### src/rtl/async_serial_pkg.sv
// Shared definitions for the asynchronous serial blocks: bit-period table,
// mode-to-reload helper and transmitter state encodings.
package async_serial_pkg;

  typedef enum logic [1:0] {
    MODE_2  = 2'd0,
    MODE_4  = 2'd1,
    MODE_8  = 2'd2,
    MODE_16 = 2'd3
  } sampling_mode_e;

  localparam int unsigned PERIOD_2  = 2;
  localparam int unsigned PERIOD_4  = 4;
  localparam int unsigned PERIOD_8  = 8;
  localparam int unsigned PERIOD_16 = 16;

  typedef enum logic [1:0] {
    TX_IDLE  = 2'd0,
    TX_START = 2'd1,
    TX_DATA  = 2'd2,
    TX_STOP  = 2'd3
  } tx_state_e;

  // Counters count PERIOD-1 down to 0, so the reload value is one less than the period.
  function automatic logic [3:0] mode_reload(input logic [1:0] mode);
    case (mode)
      2'd0:    return 4'(PERIOD_2 - 1);
      2'd1:    return 4'(PERIOD_4 - 1);
      2'd2:    return 4'(PERIOD_8 - 1);
      default: return 4'(PERIOD_16 - 1);
    endcase
  endfunction

endpackage

### src/rtl/uart_tx_if.sv
// Parallel-side bundle of the serial transmitter plus its serial output and
// a debug view of the FSM state.
interface uart_tx_if #(
  parameter int DATA_BITS = 8
);
  import async_serial_pkg::*;

  logic                 en;
  logic                 sampling_mode_ld;
  logic [1:0]           sampling_mode;
  logic [DATA_BITS-1:0] tx_pi;
  logic                 tx_start;
  logic                 tx_so;
  logic                 tx_busy;
  logic                 tx_done;
  tx_state_e            state;

  // Handshake: tx_start is a level request, sampled only in IDLE with en=1;
  // acceptance shows as tx_busy rising on that same edge, tx_pi is captured
  // there and ignored afterwards; tx_done pulses one cycle as tx_busy falls.
  modport master (
    output en, sampling_mode_ld, sampling_mode, tx_pi, tx_start,
    input  tx_so, tx_busy, tx_done, state
  );

  modport slave (
    input  en, sampling_mode_ld, sampling_mode, tx_pi, tx_start,
    output tx_so, tx_busy, tx_done, state
  );

endinterface

### src/rtl/uart_tx_baud.sv
// Bit-period counter for the transmitter: holds the mode register and flags
// the last clock of each bit period.
module uart_tx_baud
  import async_serial_pkg::*;
#(
  parameter logic [1:0] DEFAULT_MODE = 2'h3
) (
  input  logic       clk,
  input  logic       rst_n,
  input  logic       i_en,
  input  logic       i_mode_ld,
  input  logic [1:0] i_mode,
  input  logic       i_load,
  input  logic       i_run,
  output logic       o_tick
);

  logic [1:0] r_mode;
  logic [3:0] r_cnt;
  logic [3:0] w_reload;

  assign w_reload = mode_reload(r_mode);

  // The mode register is only read at reload time, so a change made while
  // frozen lets the bit in flight finish with its old count.
  always_ff @(posedge clk or negedge rst_n) begin
    if (!rst_n) begin
      r_mode <= DEFAULT_MODE;
      r_cnt  <= 4'd0;
    end else if (!i_en) begin
      if (i_mode_ld) r_mode <= i_mode;
    end else if (i_load || (i_run && (r_cnt == 4'd0))) begin
      r_cnt <= w_reload;
    end else if (i_run) begin
      r_cnt <= r_cnt - 4'd1;
    end
  end

  assign o_tick = i_run && (r_cnt == 4'd0);

endmodule

### src/rtl/uart_tx.sv
// Serial transmitter: start bit, DATA_BITS data bits MSB-first, stop bit.
// Define UART_TX_TWO_STOP_EN to send two stop bits per frame.
module uart_tx
  import async_serial_pkg::*;
#(
  parameter int         DATA_BITS    = 8,
  parameter logic [1:0] DEFAULT_MODE = 2'h3
) (
  input logic       clk,
  input logic       rst_n,
  uart_tx_if.slave  bus
);

`ifdef UART_TX_TWO_STOP_EN
  localparam logic [3:0] STOP_EXTRA = 4'd1;
`else
  localparam logic [3:0] STOP_EXTRA = 4'd0;
`endif

  tx_state_e            r_state, w_state_nxt;
  logic [DATA_BITS-1:0] r_shift, w_shift_nxt;
  logic [3:0]           r_bit_cnt, w_bit_cnt_nxt;
  logic                 r_so, w_so_nxt;
  logic                 r_busy, w_busy_nxt;
  logic                 r_done, w_done_nxt;
  logic                 w_tick;
  logic                 w_accept;
  logic                 w_run;

  assign w_accept = bus.en && (r_state == TX_IDLE) && bus.tx_start;
  assign w_run    = (r_state != TX_IDLE);

  uart_tx_baud #(
    .DEFAULT_MODE (DEFAULT_MODE)
  ) u_baud (
    .clk       (clk),
    .rst_n     (rst_n),
    .i_en      (bus.en),
    .i_mode_ld (bus.sampling_mode_ld),
    .i_mode    (bus.sampling_mode),
    .i_load    (w_accept),
    .i_run     (w_run),
    .o_tick    (w_tick)
  );

  always_ff @(posedge clk or negedge rst_n) begin
    if (!rst_n) r_state <= TX_IDLE;
    else        r_state <= w_state_nxt;
  end

  always_comb begin
    w_state_nxt = r_state;
    if (bus.en) begin
      case (r_state)
        TX_IDLE:  if (bus.tx_start)                      w_state_nxt = TX_START;
        TX_START: if (w_tick)                            w_state_nxt = TX_DATA;
        TX_DATA:  if (w_tick && (r_bit_cnt == 4'd1))     w_state_nxt = TX_STOP;
        TX_STOP:  if (w_tick && (r_bit_cnt == 4'd0))     w_state_nxt = TX_IDLE;
      endcase
    end
  end

  // Next values of the registered outputs and shift path; everything holds while en=0.
  always_comb begin
    w_shift_nxt   = r_shift;
    w_bit_cnt_nxt = r_bit_cnt;
    w_so_nxt      = r_so;
    w_busy_nxt    = r_busy;
    w_done_nxt    = r_done;
    if (bus.en) begin
      w_done_nxt = 1'b0;
      case (r_state)
        TX_IDLE: begin
          w_so_nxt   = 1'b1;
          w_busy_nxt = 1'b0;
          if (bus.tx_start) begin
            w_shift_nxt   = bus.tx_pi;
            w_bit_cnt_nxt = 4'(DATA_BITS);
            w_so_nxt      = 1'b0;
            w_busy_nxt    = 1'b1;
          end
        end
        TX_START: begin
          if (w_tick) w_so_nxt = r_shift[DATA_BITS-1];
        end
        TX_DATA: begin
          if (w_tick) begin
            w_shift_nxt = r_shift << 1;
            if (r_bit_cnt == 4'd1) begin
              w_so_nxt      = 1'b1;
              w_bit_cnt_nxt = STOP_EXTRA;
            end else begin
              w_so_nxt      = r_shift[DATA_BITS-2];
              w_bit_cnt_nxt = r_bit_cnt - 4'd1;
            end
          end
        end
        TX_STOP: begin
          w_so_nxt = 1'b1;
          if (w_tick) begin
            if (r_bit_cnt != 4'd0) begin
              w_bit_cnt_nxt = r_bit_cnt - 4'd1;
            end else begin
              w_busy_nxt = 1'b0;
              w_done_nxt = 1'b1;
            end
          end
        end
      endcase
    end
  end

  always_ff @(posedge clk or negedge rst_n) begin
    if (!rst_n) begin
      r_shift   <= '0;
      r_bit_cnt <= 4'd0;
      r_so      <= 1'b1;
      r_busy    <= 1'b0;
      r_done    <= 1'b0;
    end else begin
      r_shift   <= w_shift_nxt;
      r_bit_cnt <= w_bit_cnt_nxt;
      r_so      <= w_so_nxt;
      r_busy    <= w_busy_nxt;
      r_done    <= w_done_nxt;
    end
  end

  assign bus.tx_so   = r_so;
  assign bus.tx_busy = r_busy;
  assign bus.tx_done = r_done;
  assign bus.state   = r_state;

endmodule
### src/flat_wrapper.sv
// flat-port wrapper written by rule: the top's interface ports become plain ports
module uart_tx_flat import async_serial_pkg::*;
#(
  parameter int         DATA_BITS    = 8,
  parameter logic [1:0] DEFAULT_MODE = 2'h3
)
  (clk, rst_n, bus_en, bus_sampling_mode_ld, bus_sampling_mode, bus_tx_pi, bus_tx_start, bus_tx_so, bus_tx_busy, bus_tx_done, bus_state);
  uart_tx_if #(.DATA_BITS(DATA_BITS)) bus_i ();
  input logic clk;
  input logic rst_n;
  input wire logic [$bits(bus_i.en)-1:0] bus_en;
  input wire logic [$bits(bus_i.sampling_mode_ld)-1:0] bus_sampling_mode_ld;
  input wire logic [$bits(bus_i.sampling_mode)-1:0] bus_sampling_mode;
  input wire logic [$bits(bus_i.tx_pi)-1:0] bus_tx_pi;
  input wire logic [$bits(bus_i.tx_start)-1:0] bus_tx_start;
  output wire logic [$bits(bus_i.tx_so)-1:0] bus_tx_so;
  output wire logic [$bits(bus_i.tx_busy)-1:0] bus_tx_busy;
  output wire logic [$bits(bus_i.tx_done)-1:0] bus_tx_done;
  output wire logic [$bits(bus_i.state)-1:0] bus_state;
  assign bus_i.en = bus_en;
  assign bus_i.sampling_mode_ld = bus_sampling_mode_ld;
  assign bus_i.sampling_mode = bus_sampling_mode;
  assign bus_i.tx_pi = bus_tx_pi;
  assign bus_i.tx_start = bus_tx_start;
  assign bus_tx_so = bus_i.tx_so;
  assign bus_tx_busy = bus_i.tx_busy;
  assign bus_tx_done = bus_i.tx_done;
  assign bus_state = bus_i.state;
  uart_tx #(.DATA_BITS(DATA_BITS), .DEFAULT_MODE(DEFAULT_MODE)) u_core (.clk(clk), .rst_n(rst_n), .bus(bus_i));
endmodule
### config.mk
export PLATFORM = sky130hd
export DESIGN_NAME = uart_tx_flat
export DESIGN_NICKNAME = d
export VERILOG_FILES = /design/src/rtl/async_serial_pkg.sv /design/src/rtl/uart_tx_if.sv /design/src/rtl/uart_tx_baud.sv /design/src/rtl/uart_tx.sv /design/src/flat_wrapper.sv
export SDC_FILE = /design/constraint.sdc
export NUM_CORES = 1
export LEC_CHECK = 0
export ABC_CLOCK_PERIOD_IN_PS = 4600
export BUFFER_PORTS_ARGS = -buffer_cell sky130_fd_sc_hd__clkbuf_2
export CAP_MARGIN = 20
export CORE_MARGIN = 5
export CORE_UTILIZATION = 45
export DETAILED_ROUTE_END_ITERATION = 7
export PLACE_DENSITY = 0.76
export SETUP_SLACK_MARGIN = 0.2
export SLEW_MARGIN = 10
export SYNTH_ARGS = -nofsm -noshare
export SYNTH_HDL_FRONTEND = slang
export SYNTH_SLANG_ARGS = --single-unit
### constraint.sdc
create_clock -name clk -period 4.6 [get_ports clk]
set_clock_uncertainty 0.1 [all_clocks]
set_input_delay 0.92 -clock clk [delete_from_list [all_inputs] [get_ports clk]]
set_output_delay 0.92 -clock clk [all_outputs]
set_load 0.02 [all_outputs]
==> results.md <==
* Final Non-Filler Cells at between 150 and 200
* Mapped Cells at 130
* Post-synth top flop: dfrtp_1
* Status: complete, no violations
* CTS Sinks at 23
* Worst Max-Slew Pin Slew at around 850 ps
* Worst flop-to-flop path endpoint: u_core.r_bit_cnt[1]
* FP Rows at 20
* Placed cells at approximately 180
* Max Freq at 402 MHz
* Antenna cell count at 0
* Nature of the critical path endpoint: flip-flop
* Clock Latency Late Sink at between 300 and 400 ps
* CTS buffer count at 3
* Slew Viols, Final at 0
* Minimum clock period at roughly 2500 ps
* # hold bufs at CTS at 0
* Crit share post-route at a little over half
* DIE HEIGHT at roughly 66 microns
* Worst Hold Class: reg2reg
* Routed vias/inst at ~5.6
* Async set-or-reset flop fraction in the synthesized netlist at 100%
* # resized after CTS at 0
* VDD IR-drop max at ~240 uV
* Total chip power at 0.972 mW
* P_leak at around 0.7 nW
* Antenna violations before repair at 0
* Avg Inst Size Synth at 10.7 sq um
* TritonCTS clock tree: built
* Remaining DRCs at 0
* Sequential area share after synthesis at about 42%
* Max Cap Violations at 0
* DRT Wirelength at approximately 2600 microns
* Setup_tns at 0 ps
* Yosys reg bits at 23
* Fraction of layout cells with a size suffix above 1 at around a third
* Final core utilization at around half
* Worst-path clk slew at roughly 140 ps
* Final hold violations at 0
* Fin nets at between 150 and 200
* Postcts setup bufs at 0
* Critical hold path startpoint: u_core.bus.tx_so
* Vias at ~1.0k
* Power density over the cells at 629 mW/mm^2
* Hold EP: u_core.bus.tx_so
* Largest net degree at the start of global routing at 24
* # IOs at 20
* Synth cell types at 39
* Post-DP HPWL at between 2000 and 2500 microns
* Worst-path fanout max at 7
* RSZ-0062 raised after global routing: no
* Hold Crit Depth at 2
* Critical path data required time at around 4700 ps
* Wire length per cell at ~14 microns
* EDFF count, synth at 0
* Post-Syn Nets at approximately 150
* First-pass GRT wire length at between 4000 and 5000 microns
* DR iter-0 viols at 38
* Overflow left after global routing at 0
* Htree depth at 1
* Warnings from Yosys at 0
* Root buf cell: clkbuf_4
* Setup crit start kind: flip-flop
* Starting Density at between 40% and 50%
* Gr usage total at between 10% and 20%
* Die ar. at between 0.004 and 0.005 sq mm
* Reg-to-Reg Start: u_core.bus.state[0]
* # setup viols final at 0
* Post-route ant nets at 0
* I/O Buffers at 19
* Die W at approximately 66 microns
* Layout area overhead at 10.9%
* WS Path Type: reg2reg
* GPL Wtd Cong at 0.819
* Rel. slew slack at 43.1%
* Final Hold Slack at approximately 400 ps
* Worst r2r path cells at 6
* Pre-antenna DRT Iters at 4
* R2R setup slack at between 2000 and 2500 ps
* Vias in the first global route at 1070
* Clock tree buffer depth at 2
* Core box area at around 0.003 sq mm
* Crit path DAT at 2580 ps
* Synthesized area at 0.00139 sq mm
-- flip-flops by register name, summed over array words and instances, names as in the netlist --
register and flops:
u_core.r_shift 8, u_core.r_bit_cnt 4, u_core.u_baud.r_cnt 4, u_core.bus.state 2
u_core.u_baud.r_mode 2, u_core.bus.tx_busy 1, u_core.bus.tx_done 1, u_core.bus.tx_so 1
-- how the worst max path moves through the flow --
stage	slack (ps)	startpoint	to	depth (start not counted)
after global placement	1850	bus_tx_start	u_core.r_shift[1]	4
after floorplan	2160	u_core.bus.state[0]	u_core.r_bit_cnt[0]	6
after CTS	1800	u_core.bus.state[0]	u_core.r_shift[4]	6
after detailed placement	1730	bus_tx_start	u_core.r_shift[2]	4
final	2110	u_core.bus.state[0]	u_core.r_bit_cnt[1]	6
after global routing	1930	u_core.bus.state[0]	u_core.r_shift[7]	6
-- cells in the mapped netlist, types with 2 or more instances --
cell type	number	area [sq um]
inv_1	13	48.8
o21ai_0	8	40.0
nor2b_1	3	18.8
mux2_1	3	33.8
nor4_1	3	18.8
dfrtp_1	20	500
ha_1	9	113
mux2i_1	3	30.0
a21oi_1	6	30.0
mux2_2	17	191
clkbuf_1	2	7.51
dfstp_2	3	78.8
nor2_1	7	26.3
nand2_1	6	22.5
a211o_1	2	17.5
nor3_1	2	10.0
-- final cells by class --
type | count | area (sq um)
Multi-Input combinational cell | 91 | 754
Timing Repair Buffer | 19 | 95.1
Clock buffer | 4 | 26.3
Inverter | 13 | 48.8
Fill cell | 282 | 1460
Sequential cell | 23 | 579
Tap cell | 33 | 41.3
-- critical path, stage by stage, from the launching register on --
cell and delay [ps]:
dfrtp_1 420, inv_1 110, ha_1 300, or4b_4 530
a2111oi_4 460, nand2_2 130, mux2_1 330
-- through the flow --
stage	cell area (sq um)	worst slack, ps
global placement	1520	1850
global route	1550	1930
detailed placement	1520	1730
floorplan	1390	2160
finish	1550	2110
CTS	1550	1800
-- layout by cell type (no fill, tap or decap), types with 2 or more instances in the layout --
master	synthesis	layout
dfrtp_1	20	20
clkbuf_2	0	19
mux2_2	17	17
inv_1	13	13
ha_1	9	9
nor2_1	7	7
o21ai_0	8	7
a21oi_1	6	6
nand2_1	6	6
nor2b_1	3	3
mux2_1	3	3
nor4_1	3	3
mux2i_1	3	3
clkbuf_4	0	3
dfstp_2	3	3
nor3_1	2	2
a211o_1	2	2
-- metal layers --
metal	wire length (microns)	global-route usage (%)
met4	21	2.07
met5	0	0
met2	1250	23.0
met1	1230	17.8
met3	108	3.08
-- report_power, final --
group	switching (mW)	total (mW)	internal, mW
combinational	0.266	0.505	0.239
clock	0.0624	0.0962	0.0338
sequential	0.0729	0.370	0.297
-- cell families (layout without fill, tap and decap cells) --
logic type	count (synthesis)	count (layout)	share of synthesized area (%)
AND/OR/NAND/NOR	31	31	13.0
AO/OA/AOI/OAI	28	28	14.7
multiplexers	23	23	18.3
flip-flops	23	23	41.6
buffers and inverters	16	36	4.31
adder cells (fa/ha/maj)	9	9	8.08
Note: power is estimated with default switching activity, not from simulation.
